### src/rtl/ifu_fetch_pkg.sv
// Shared definitions for the instruction fetch unit and its consumers.
// The opcode constants match the ones used by the decoder, so field
// extraction stays consistent on both sides of the fetch/decode boundary.
package ifu_fetch_pkg;

    localparam int AW_DEFAULT = 32;
    localparam int INST_W     = 32;

    localparam logic [INST_W-1:0] NOP = 32'h0000_0013;

    localparam logic [6:0] OPC_LUI    = 7'b0110111;
    localparam logic [6:0] OPC_AUIPC  = 7'b0010111;
    localparam logic [6:0] OPC_JAL    = 7'b1101111;
    localparam logic [6:0] OPC_JALR   = 7'b1100111;
    localparam logic [6:0] OPC_BRANCH = 7'b1100011;
    localparam logic [6:0] OPC_LOAD   = 7'b0000011;
    localparam logic [6:0] OPC_STORE  = 7'b0100011;
    localparam logic [6:0] OPC_IMM    = 7'b0010011;
    localparam logic [6:0] OPC_REG    = 7'b0110011;

    // BOOT: one idle cycle after reset; RUN: normal fetch;
    // FLUSH: stale responses from before a redirect are still arriving.
    typedef enum logic [1:0] {
        ST_BOOT  = 2'd0,
        ST_RUN   = 2'd1,
        ST_FLUSH = 2'd2
    } fetch_state_e;

    function automatic logic [6:0] inst_opcode(input logic [INST_W-1:0] i);
        return i[6:0];
    endfunction

    function automatic logic [2:0] inst_func3(input logic [INST_W-1:0] i);
        return i[14:12];
    endfunction

    function automatic logic [6:0] inst_func7(input logic [INST_W-1:0] i);
        return i[31:25];
    endfunction

endpackage

### src/rtl/ifu_fifo.sv
// Prefetch FIFO: DEPTH entries of W bits, occupancy count, synchronous flush
// that overrides push/pop, and simultaneous push/pop (legal even when full).
// The head is read straight from the array so a pushed entry is visible the
// cycle after the push, never in the same cycle.
module ifu_fifo #(
    parameter int DEPTH = 4,
    parameter int W     = 64
) (
    input  logic                   clk,
    input  logic                   reset,
    input  logic                   flush,
    input  logic                   push,
    input  logic [W-1:0]           push_data,
    input  logic                   pop,
    output logic [W-1:0]           head_data,
    output logic [$clog2(DEPTH):0] count,
    output logic                   empty
);

    localparam int PW = $clog2(DEPTH);

    logic [W-1:0]  mem [DEPTH];
    logic [PW-1:0] rd_ptr_reg;
    logic [PW-1:0] wr_ptr_reg;
    logic [PW:0]   count_reg;
    logic          full;
    logic          do_push;
    logic          do_pop;

    assign empty     = (count_reg == '0);
    assign full      = (count_reg == (PW+1)'(DEPTH));
    assign do_push   = push && !flush;
    assign do_pop    = pop && !empty && !flush;
    assign head_data = mem[rd_ptr_reg];
    assign count     = count_reg;

    // Entry storage: data words carry no reset, only the pointers do.
    always_ff @(posedge clk) begin
        if (do_push) begin
            mem[wr_ptr_reg] <= push_data;
        end
    end

    // Pointer and occupancy bookkeeping; flush empties the queue in one cycle.
    always_ff @(posedge clk or posedge reset) begin
        if (reset) begin
            rd_ptr_reg <= '0;
            wr_ptr_reg <= '0;
            count_reg  <= '0;
        end else if (flush) begin
            rd_ptr_reg <= '0;
            wr_ptr_reg <= '0;
            count_reg  <= '0;
        end else begin
            if (do_push) begin
                wr_ptr_reg <= wr_ptr_reg + PW'(1);
            end
            if (do_pop) begin
                rd_ptr_reg <= rd_ptr_reg + PW'(1);
            end
            case ({do_push, do_pop})
                2'b10:   count_reg <= count_reg + (PW+1)'(1);
                2'b01:   count_reg <= count_reg - (PW+1)'(1);
                default: count_reg <= count_reg;
            endcase
        end
    end

    // The issue rule upstream reserves space for every live request,
    // so a push into a full FIFO without a matching pop is a design bug.
    always @(posedge clk) begin
        if (!reset && !flush) begin
            assert (!(push && full && !pop));
        end
    end

endmodule

### src/rtl/ifu_fetch.sv
// Instruction fetch unit: owns the PC, issues word requests to instruction
// memory, matches in-order responses to their PCs, buffers them in the
// prefetch FIFO and presents the head to decode. A redirect empties the
// FIFO, retargets the PC and marks every outstanding response as stale.
module ifu_fetch
    import ifu_fetch_pkg::*;
#(
    parameter int            AW       = AW_DEFAULT,
    parameter int            DEPTH    = 4,
    parameter logic [AW-1:0] PC_RESET = '0
) (
    input  logic              clk,
    input  logic              reset,
    output logic              imem_req_valid,
    input  logic              imem_req_ready,
    output logic [AW-1:0]     imem_req_addr,
    input  logic              imem_rsp_valid,
    input  logic [INST_W-1:0] imem_rsp_data,
    input  logic              redirect,
    input  logic [AW-1:0]     redirect_pc,
    output logic              inst_valid,
    input  logic              inst_ready,
    output logic [INST_W-1:0] inst,
    output logic [AW-1:0]     inst_pc,
    output logic [6:0]        opcode,
    output logic [2:0]        func3,
    output logic [6:0]        func7
);

    localparam int PW = $clog2(DEPTH);
    // Stale requests plus a full window of live ones can exceed DEPTH, so the
    // counters get headroom; issue also stops before the counter would wrap.
    localparam int CW = PW + 3;
    localparam int FW = INST_W + AW;

    fetch_state_e   state_reg;
    fetch_state_e   state_next;
    logic [AW-1:0]  pc_reg;
    logic [CW-1:0]  inflight_reg;
    logic [CW-1:0]  inflight_next;
    logic [CW-1:0]  stale_reg;
    logic [CW-1:0]  stale_next;
    logic [AW-1:0]  pcq_reg [DEPTH];
    logic [PW-1:0]  pcq_rd_ptr_reg;
    logic [PW-1:0]  pcq_wr_ptr_reg;

    logic [PW:0]    fifo_count;
    logic [FW-1:0]  fifo_head;
    logic           fifo_empty;
    logic [CW-1:0]  occupancy;
    logic           fetch_allowed;
    logic           req_accept;
    logic           rsp_live;
    logic           inst_fire;
    logic           unused_bits;

    // Only word-aligned targets are fetched; the low redirect bits are dropped.
    assign unused_bits = &redirect_pc[1:0];

    // Live requests plus buffered entries must never exceed the FIFO size.
    assign occupancy     = (inflight_reg - stale_reg) + CW'(fifo_count);
    assign fetch_allowed = (occupancy < CW'(DEPTH)) && (inflight_reg != '1);
    assign req_accept    = imem_req_valid && imem_req_ready;
    assign rsp_live      = imem_rsp_valid && (stale_reg == '0) && !redirect;
    assign inst_fire     = inst_valid && inst_ready;
    assign inflight_next = inflight_reg + CW'(req_accept) - CW'(imem_rsp_valid);

    // Stale tracking: a redirect turns every outstanding request stale, minus
    // the one whose response is being dropped this very cycle.
    always_comb begin
        stale_next = stale_reg;
        if (redirect) begin
            stale_next = inflight_reg - CW'(imem_rsp_valid);
        end else if (imem_rsp_valid && (stale_reg != '0)) begin
            stale_next = stale_reg - CW'(1);
        end
    end

    // FSM state register.
    always_ff @(posedge clk or posedge reset) begin
        if (reset) begin
            state_reg <= ST_BOOT;
        end else begin
            state_reg <= state_next;
        end
    end

    // FSM next state: FLUSH lasts while stale responses are still due.
    always_comb begin
        state_next = state_reg;
        case (state_reg)
            ST_BOOT:  state_next = ST_RUN;
            ST_RUN:   if (redirect && (stale_next != '0)) state_next = ST_FLUSH;
            ST_FLUSH: if (stale_next == '0) state_next = ST_RUN;
            default:  state_next = ST_BOOT;
        endcase
    end

    // FSM outputs: request whenever there is room, except on a redirect cycle.
    always_comb begin
        imem_req_valid = 1'b0;
        if ((state_reg != ST_BOOT) && !redirect && fetch_allowed) begin
            imem_req_valid = 1'b1;
        end
    end

    // PC and outstanding-request counters.
    always_ff @(posedge clk or posedge reset) begin
        if (reset) begin
            pc_reg       <= PC_RESET;
            inflight_reg <= '0;
            stale_reg    <= '0;
        end else begin
            inflight_reg <= inflight_next;
            stale_reg    <= stale_next;
            if (redirect) begin
                pc_reg <= {redirect_pc[AW-1:2], 2'b00};
            end else if (req_accept) begin
                pc_reg <= pc_reg + AW'(4);
            end
        end
    end

    // PC queue storage: the PC of each accepted request, in issue order.
    always_ff @(posedge clk) begin
        if (req_accept) begin
            pcq_reg[pcq_wr_ptr_reg] <= pc_reg;
        end
    end

    // PC queue pointers. Only live requests are kept: a redirect (which never
    // coincides with an acceptance) discards every queued PC at once, so the
    // stale responses that follow never touch the queue.
    always_ff @(posedge clk or posedge reset) begin
        if (reset) begin
            pcq_rd_ptr_reg <= '0;
            pcq_wr_ptr_reg <= '0;
        end else begin
            if (req_accept) begin
                pcq_wr_ptr_reg <= pcq_wr_ptr_reg + PW'(1);
            end
            if (redirect) begin
                pcq_rd_ptr_reg <= pcq_wr_ptr_reg;
            end else if (rsp_live) begin
                pcq_rd_ptr_reg <= pcq_rd_ptr_reg + PW'(1);
            end
        end
    end

    ifu_fifo #(
        .DEPTH (DEPTH),
        .W     (FW)
    ) u_fifo (
        .clk       (clk),
        .reset     (reset),
        .flush     (redirect),
        .push      (rsp_live),
        .push_data ({imem_rsp_data, pcq_reg[pcq_rd_ptr_reg]}),
        .pop       (inst_fire),
        .head_data (fifo_head),
        .count     (fifo_count),
        .empty     (fifo_empty)
    );

    assign imem_req_addr = pc_reg;
    assign inst_valid    = !fifo_empty;
    // Head fields read as zero whenever nothing valid is presented.
    assign inst          = inst_valid ? fifo_head[FW-1:AW] : '0;
    assign inst_pc       = inst_valid ? fifo_head[AW-1:0]  : '0;
    assign opcode        = inst_opcode(inst);
    assign func3         = inst_func3(inst);
    assign func7         = inst_func7(inst);

endmodule

### config.mk
export PLATFORM = sky130hd
export DESIGN_NAME = ifu_fetch
export DESIGN_NICKNAME = d
export VERILOG_FILES = /design/src/rtl/ifu_fetch_pkg.sv /design/src/rtl/ifu_fifo.sv /design/src/rtl/ifu_fetch.sv
export SDC_FILE = /design/constraint.sdc
export NUM_CORES = 1
export LEC_CHECK = 0
export ABC_AREA = 1
export CORE_ASPECT_RATIO = 1.25
export CORE_MARGIN = 1.5
export CORE_UTILIZATION = 40
export DETAILED_ROUTE_END_ITERATION = 6
export PLACE_DENSITY = 0.66
export SYNTH_ARGS = -nofsm -noshare
export SYNTH_HDL_FRONTEND = slang
export SYNTH_SLANG_ARGS = --single-unit
export TNS_END_PERCENT = 100
### constraint.sdc
create_clock -name clk -period 6.35 [get_ports clk]
set_input_delay 0.9525 -clock clk [delete_from_list [all_inputs] [get_ports clk]]
set_output_delay 0.9525 -clock clk [all_outputs]
set_load 0.1 [all_outputs]
==> flow_summary.json, run 1 <==
{
  "largest_reg_flops": 248,
  "wl_per_cell_um": 17.54,
  "clock_latency_ps": 550,
  "critical_path_class": "reg2out",
  "avgViaCountPerCell": 5.168,
  "area_growth_pct": 20.45,
  "syn_area_per_cell_um2": 11.08,
  "slew_headroom_pct": 24.75,
  "fin_hold_ws_ps": 459.5,
  "clk_pin_slew_ps": 60,
  "cp.required_ps": 5400,
  "ys_types": 33,
  "p_leak_nw": 7.846,
  "path_max_fanout": 63,
  "cts_hold_buf": 0,
  "vdd_drop_max_uv": 519.0,
  "crit_path_end_kind": "output pin",
  "grt_antenna_before_repair": 0,
  "dp_hpwl_um": 24240,
  "final_cells": 2374,
  "synth-edff-count": 368,
  "clock_sinks": 421,
  "power.density_nw_per_um2": 546.2,
  "maxSlewViolCount": 0,
  "drt_iter0_drc": 641,
  "critPathLaunchType": "flop",
  "die_width_um": 193.1,
  "wl_um": 41640,
  "utilization_pct": 49.08,
  "stdcell_area_um2": 21760,
  "synthTopCellsByCount": "edfxtp_1, nor2_1, o21ai_0",
  "hold_viol": 0,
  "maxCapViolations": 0,
  "cts_buffers": 42,
  "core-area_um2": 44330,
  "p_sw_mw": 5.626,
  "cp.arrival_ps": 4100,
  "rsz0062_at_grt": "no",
  "die_h_um": 240.6,
  "ys_warn_count": 0,
  "ant_nets": 0,
  "setup_viol": 0,
  "synth-seq-cells": 421,
  "finalNetCount": 1868,
  "async_reset_ff_share_pct": 12.59,
  "fmax_mhz": 197.9,
  "portBuffers": 178,
  "globalRouteOverflowTotal": 0,
  "setup_ws_ps": 1296,
  "pwr-share-comb_pct": 46.2,
  "place_ws_ps": 1728,
  "power_mw": 11.88,
  "finClkSkew_ps": 12.75,
  "pwr-share-seq_pct": 31.6,
  "tns_ps": 0,
  "synth_ff_type": "edfxtp_1",
  "first_pass_iters": 7,
  "io_pins": 185,
  "sw_frac_of_total_pct": 47.34,
  "start_util_pct": 40.75,
  "ys_seq_area_share_pct": 68.51,
  "cts_resized": 0,
  "hp-class": "reg2reg",
  "synth_most_common_cell": "edfxtp_1",
  "status": "completed",
  "die_area_um2": 46460,
  "synth_largest_area_cell": "edfxtp_1",
  "p_int_mw": 6.259,
  "num_rows": 86,
  "cts_tree": "done",
  "diodes": 0,
  "clk_path_buf_depth": 3,
  "place_congestion": 0.8740,
  "grt_pass1_vias": 12440,
  "grt_pass1_wl_um": 65030,
  "postCtsSetupBuffers": 0,
  "fin_crit_ps": 5054,
  "place_area_um2": 20260,
  "tightest_slew_ps": 1129,
  "yosys-top-cells-area": "edfxtp_1, dfrtp_1, nor2_1",
  "via_count": 12270,
  "drive_above_1_share_pct": 5.993,
  "syn_inst": 1630,
  "dp_cells": 2297,
  "worst-r2r-setup-slack_ps": 1820,
  "synthesis.area_um2": 18060,
  "grt_max_degree": 103,
  "root_buffer": "clkbuf_16",
  "htreeDepth": 2,
  "fin_crit_sh_pct": 79.59,
  "synth_top_area_share_pct": 61.17,
  "gr-usage-all-layers_pct": 18.05,
  "route.detailed.drc": 0,
  "pwr-share-clk_pct": 22.2
}
-- final timing paths --
kind                                                  start                                to  cells past startpoint
max                        u_fifo.rd_ptr_reg[1]$_DFFE_PP0P_                          func3[0]                      7
min in group asynchronous                             reset      imem_req_addr[2]$_DFFE_PP0N_                      3
min                        u_fifo.rd_ptr_reg[1]$_DFFE_PP0P_  u_fifo.rd_ptr_reg[1]$_DFFE_PP0P_                      1
min reg2reg                u_fifo.rd_ptr_reg[1]$_DFFE_PP0P_  u_fifo.rd_ptr_reg[1]$_DFFE_PP0P_                      1
max reg2reg                       inflight_reg[1]$_DFF_PP0_         inflight_reg[4]$_DFF_PP0_                     18
max in group asynchronous                             reset  u_fifo.rd_ptr_reg[0]$_DFFE_PP0P_                      3
-- routing by layer --
metal / routed length, µm / share of wire (%) / track usage, %
met5: 0 / 0 / 0
met1: 17710 / 43 / 22.79
met2: 20710 / 50 / 31.44
met3: 2108 / 5.1 / 2.501
met4: 1115 / 2.7 / 6.690
-- power by group through the flow --
stage,sequential (mW),clock [mW],combinational (mW)
after CTS,3.75,2.70,5.53
final,3.75,2.64,5.49
after global routing,3.79,2.81,5.87
after global placement,3.79,0,5.46
after floorplan,4.19,0,3.83
after detailed placement,3.81,0,5.52
-- area by class of cell --
| cell class | count | area (µm²) |
|---|---|---|
| multi-input combinational | 1035 | 4961 |
| tap | 572 | 715.7 |
| clock buffer | 52 | 1150 |
| sequential | 421 | 12380 |
| clock inverter | 25 | 347.8 |
| fill | 3925 | 22570 |
| timing repair buffer | 196 | 1929 |
| inverter | 73 | 274.0 |
-- cell usage in the layout (no fill, tap or decap), types with 4 or more instances in the layout --
| master | n |
|---|---|
| a21oi_1 | 72 |
| buf_4 | 17 |
| bufinv_16 | 8 |
| clkbuf_1 | 5 |
| clkbuf_16 | 43 |
| clkbuf_8 | 4 |
| clkdlybuf4s50_1 | 178 |
| clkinv_1 | 6 |
| clkinv_2 | 7 |
| conb_1 | 4 |
| dfrtp_1 | 51 |
| edfxtp_1 | 368 |
| fa_1 | 4 |
| ha_1 | 25 |
| inv_1 | 66 |
| inv_2 | 6 |
| nand2_1 | 205 |
| nand3_1 | 69 |
| nand3b_1 | 5 |
| nand4_1 | 8 |
| nor2_1 | 345 |
| nor2_2 | 6 |
| nor2_4 | 5 |
| nor3_1 | 9 |
| o21ai_0 | 211 |
| o22ai_1 | 30 |
| xnor2_1 | 10 |
| xor2_1 | 18 |
-- worst max-delay path, cell delays in order, from the launching register on --
cell and delay [ps]:
dfrtp_2 360, buf_4 660, inv_2 310, buf_4 430, nor2_1 220, o21ai_0 130
a21oi_1 210, clkdlybuf4s50_1 1160
-- cell families (layout without fill, tap and decap cells) --
group / Yosys count / in the layout / share of synthesized area (%)
AOI/OAI and AO/OA: 318 / 318 / 9.073
DFF: 421 / 421 / 68.51
and+or+nand+nor: 656 / 656 / 14.55
xor gates and xnor gates: 28 / 28 / 1.357
buffers and inverters: 177 / 346 / 4.308
other: 1 / 4 / 0.02076
adders and majority gates: 29 / 29 / 2.175
(Power assumes the default switching activity.)
==> inputs of run 2 (changes only) <==
--- a/config.mk
+++ b/config.mk
@@ -10,7 +10,7 @@
 export CORE_MARGIN = 1.5
 export CORE_UTILIZATION = 40
 export DETAILED_ROUTE_END_ITERATION = 6
-export PLACE_DENSITY = 0.66
+export PLACE_DENSITY = 0.68
 export SYNTH_ARGS = -nofsm -noshare
 export SYNTH_HDL_FRONTEND = slang
 export SYNTH_SLANG_ARGS = --single-unit
==> constraint.sdc (replaced) <==
create_clock -name clk -period 4.4 [get_ports clk]
set_input_delay 0.66 -clock clk [delete_from_list [all_inputs] [get_ports clk]]
set_output_delay 0.66 -clock clk [all_outputs]
set_load 0.1 [all_outputs]
==> run 2 against run 1 <==
  * Critical path depth fell by 2
  * Die area is the same
  * Cell area increased by 1.3%
  * Total power is 47% higher
  * Sequential share of layout area decreased by 0.72 points
  * First-iteration DRC count increased by 8.3%
  * Critical path type unchanged
  * Critical endpoint is now inst_pc[22]
==> flow_summary.json, run 2 (same netlist as run 1, synthesis figures left out) <==
{
  "status": "completed",
  "slowest_stage": "dfrtp_4",
  "drive_above_1_share_pct": 10.33,
  "maxSlewViolCount": 0,
  "grt_antenna_before_repair": 0,
  "slew_headroom_pct": 31.21,
  "gr-usage-all-layers_pct": 18.16,
  "largest_reg_flops": 248,
  "power_mw": 17.45,
  "diodes": 0,
  "ant_nets": 0,
  "final_common_cell": "edfxtp_1",
  "die_h_um": 240.6,
  "cts_resized": 0,
  "die_area_um2": 46460,
  "clk_pin_slew_ps": 60,
  "worst-r2r-setup-slack_ps": 830,
  "path_max_fanout": 40,
  "clk_path_buf_depth": 3,
  "crit_chain": "inv_2, buf_4, o21ai_0, a21oi_1, buf_12",
  "portBuffers": 178,
  "grt_pass1_vias": 12210,
  "place_congestion": 0.8848,
  "finClkSkew_ps": 28.55,
  "dp_hpwl_um": 25060,
  "avgViaCountPerCell": 5.173,
  "final_cells": 2382,
  "grt_max_degree": 87,
  "critical_path_class": "reg2out",
  "tns_ps": 0,
  "tightest_slew_ps": 1029,
  "max_stage_delay_ps": 680,
  "rsz0062_at_grt": "no",
  "power.density_nw_per_um2": 791.9,
  "core-area_um2": 44330,
  "p_leak_nw": 8.081,
  "crit_path_end_kind": "output pin",
  "globalRouteOverflowTotal": 0,
  "cts_buffers": 42,
  "postCtsSetupBuffers": 0,
  "wl_um": 42290,
  "fin_crit_ps": 3611,
  "route.detailed.drc": 0,
  "finalNetCount": 1875,
  "maxCapViolations": 0,
  "vdd_drop_max_uv": 882.8,
  "critPathLaunchType": "flop",
  "io_pins": 185,
  "cp.required_ps": 3740,
  "drt_iter0_drc": 694,
  "grt_pass1_wl_um": 65140,
  "dp_cells": 2304,
  "root_buffer": "clkbuf_16",
  "first_pass_iters": 4,
  "hold_viol": 0,
  "fin_crit_sh_pct": 82.08,
  "cp.arrival_ps": 2950,
  "num_rows": 86,
  "area_growth_pct": 21.99,
  "die_width_um": 193.1,
  "clock_sinks": 421,
  "wl_per_cell_um": 17.75,
  "setup_viol": 0,
  "cts_tree": "done",
  "start_util_pct": 40.75,
  "hp-class": "reg2reg",
  "cp_top_family": "buffers and inverters",
  "via_count": 12320,
  "htreeDepth": 2,
  "layout_common_cells": "edfxtp_1, nor2_1, o21ai_0",
  "clock_latency_ps": 560,
  "fmax_mhz": 276.9,
  "cts_hold_buf": 0,
  "critPathBufInv": 3
}
-- run 2: cell types whose count changed in the layout (fill, tap and decap cells not counted) --
cell,previous run,this run
buf_12,1,44
clkbuf_8,4,0
clkbuf_1,5,12
clkinv_1,6,8
inv_2,6,5
bufinv_16,8,5
clkinv_2,7,6
clkdlybuf4s50_1,178,98
clkinvlp_4,1,2
buf_4,17,61
-- run 2: worst min-delay path, cell delays in order, from the launching register on --
cell,delay [ps]
dfrtp_1,340
inv_1,70
nand2_1,70
nand2_1,50
-- run 2: worst paths after layout --
path                                                   from                            to  cells past startpoint
setup reg to reg                  inflight_reg[1]$_DFF_PP0_     inflight_reg[4]$_DFF_PP0_                     20
hold / removal                     state_reg[0]$_DFFE_PP0P_      state_reg[0]$_DFFE_PP0P_                      3
setup / recovery           u_fifo.rd_ptr_reg[0]$_DFFE_PP0P_                   inst_pc[22]                      5
max in group asynchronous                             reset   u_fifo.count[0]$_DFFE_PP0P_                      3
hold reg to reg                    state_reg[0]$_DFFE_PP0P_      state_reg[0]$_DFFE_PP0P_                      3
min in group asynchronous                             reset  imem_req_addr[9]$_DFFE_PP0N_                      2
-- run 2: report_power, final --
group / internal [mW] / switching, mW
sequential: 4.93 / 0.502
clock: 2.11 / 1.48
combinational: 2.14 / 6.29
-- run 2: area by class of cell --
class	instances	area, µm²
Fill cell	3883	22300
Sequential cell	421	12380
Multi-Input combinational cell	1035	4961
Timing Repair Buffer	203	2320
Clock buffer	55	1121
Tap cell	572	715.7
Inverter	73	274.0
Clock inverter	23	264.0
-- run 2: metrics by stage --
stage | cell area, µm² | setup WS (ps) | util (%) | hold slack, ps
floorplan | 18080 | 89.04 | - | 512.4
global placement | 20650 | 843.0 | 46.59 | 530.9
detailed placement | 20650 | 781.2 | 46.59 | 550.2
CTS | 22040 | 735.9 | 49.71 | 560.0
global route | 22040 | 470.4 | 49.71 | 598.0
finish | 22040 | 788.6 | 49.71 | 562.7
-- run 2: layer usage --
layer	vias up	wire, µm	global-route usage (%)
li1	5904	-	-
met1	5974	17570	22.85
met2	373	21370	31.75
met3	72	2160	2.632
met4	0	1191	6.457
met5	-	0	0
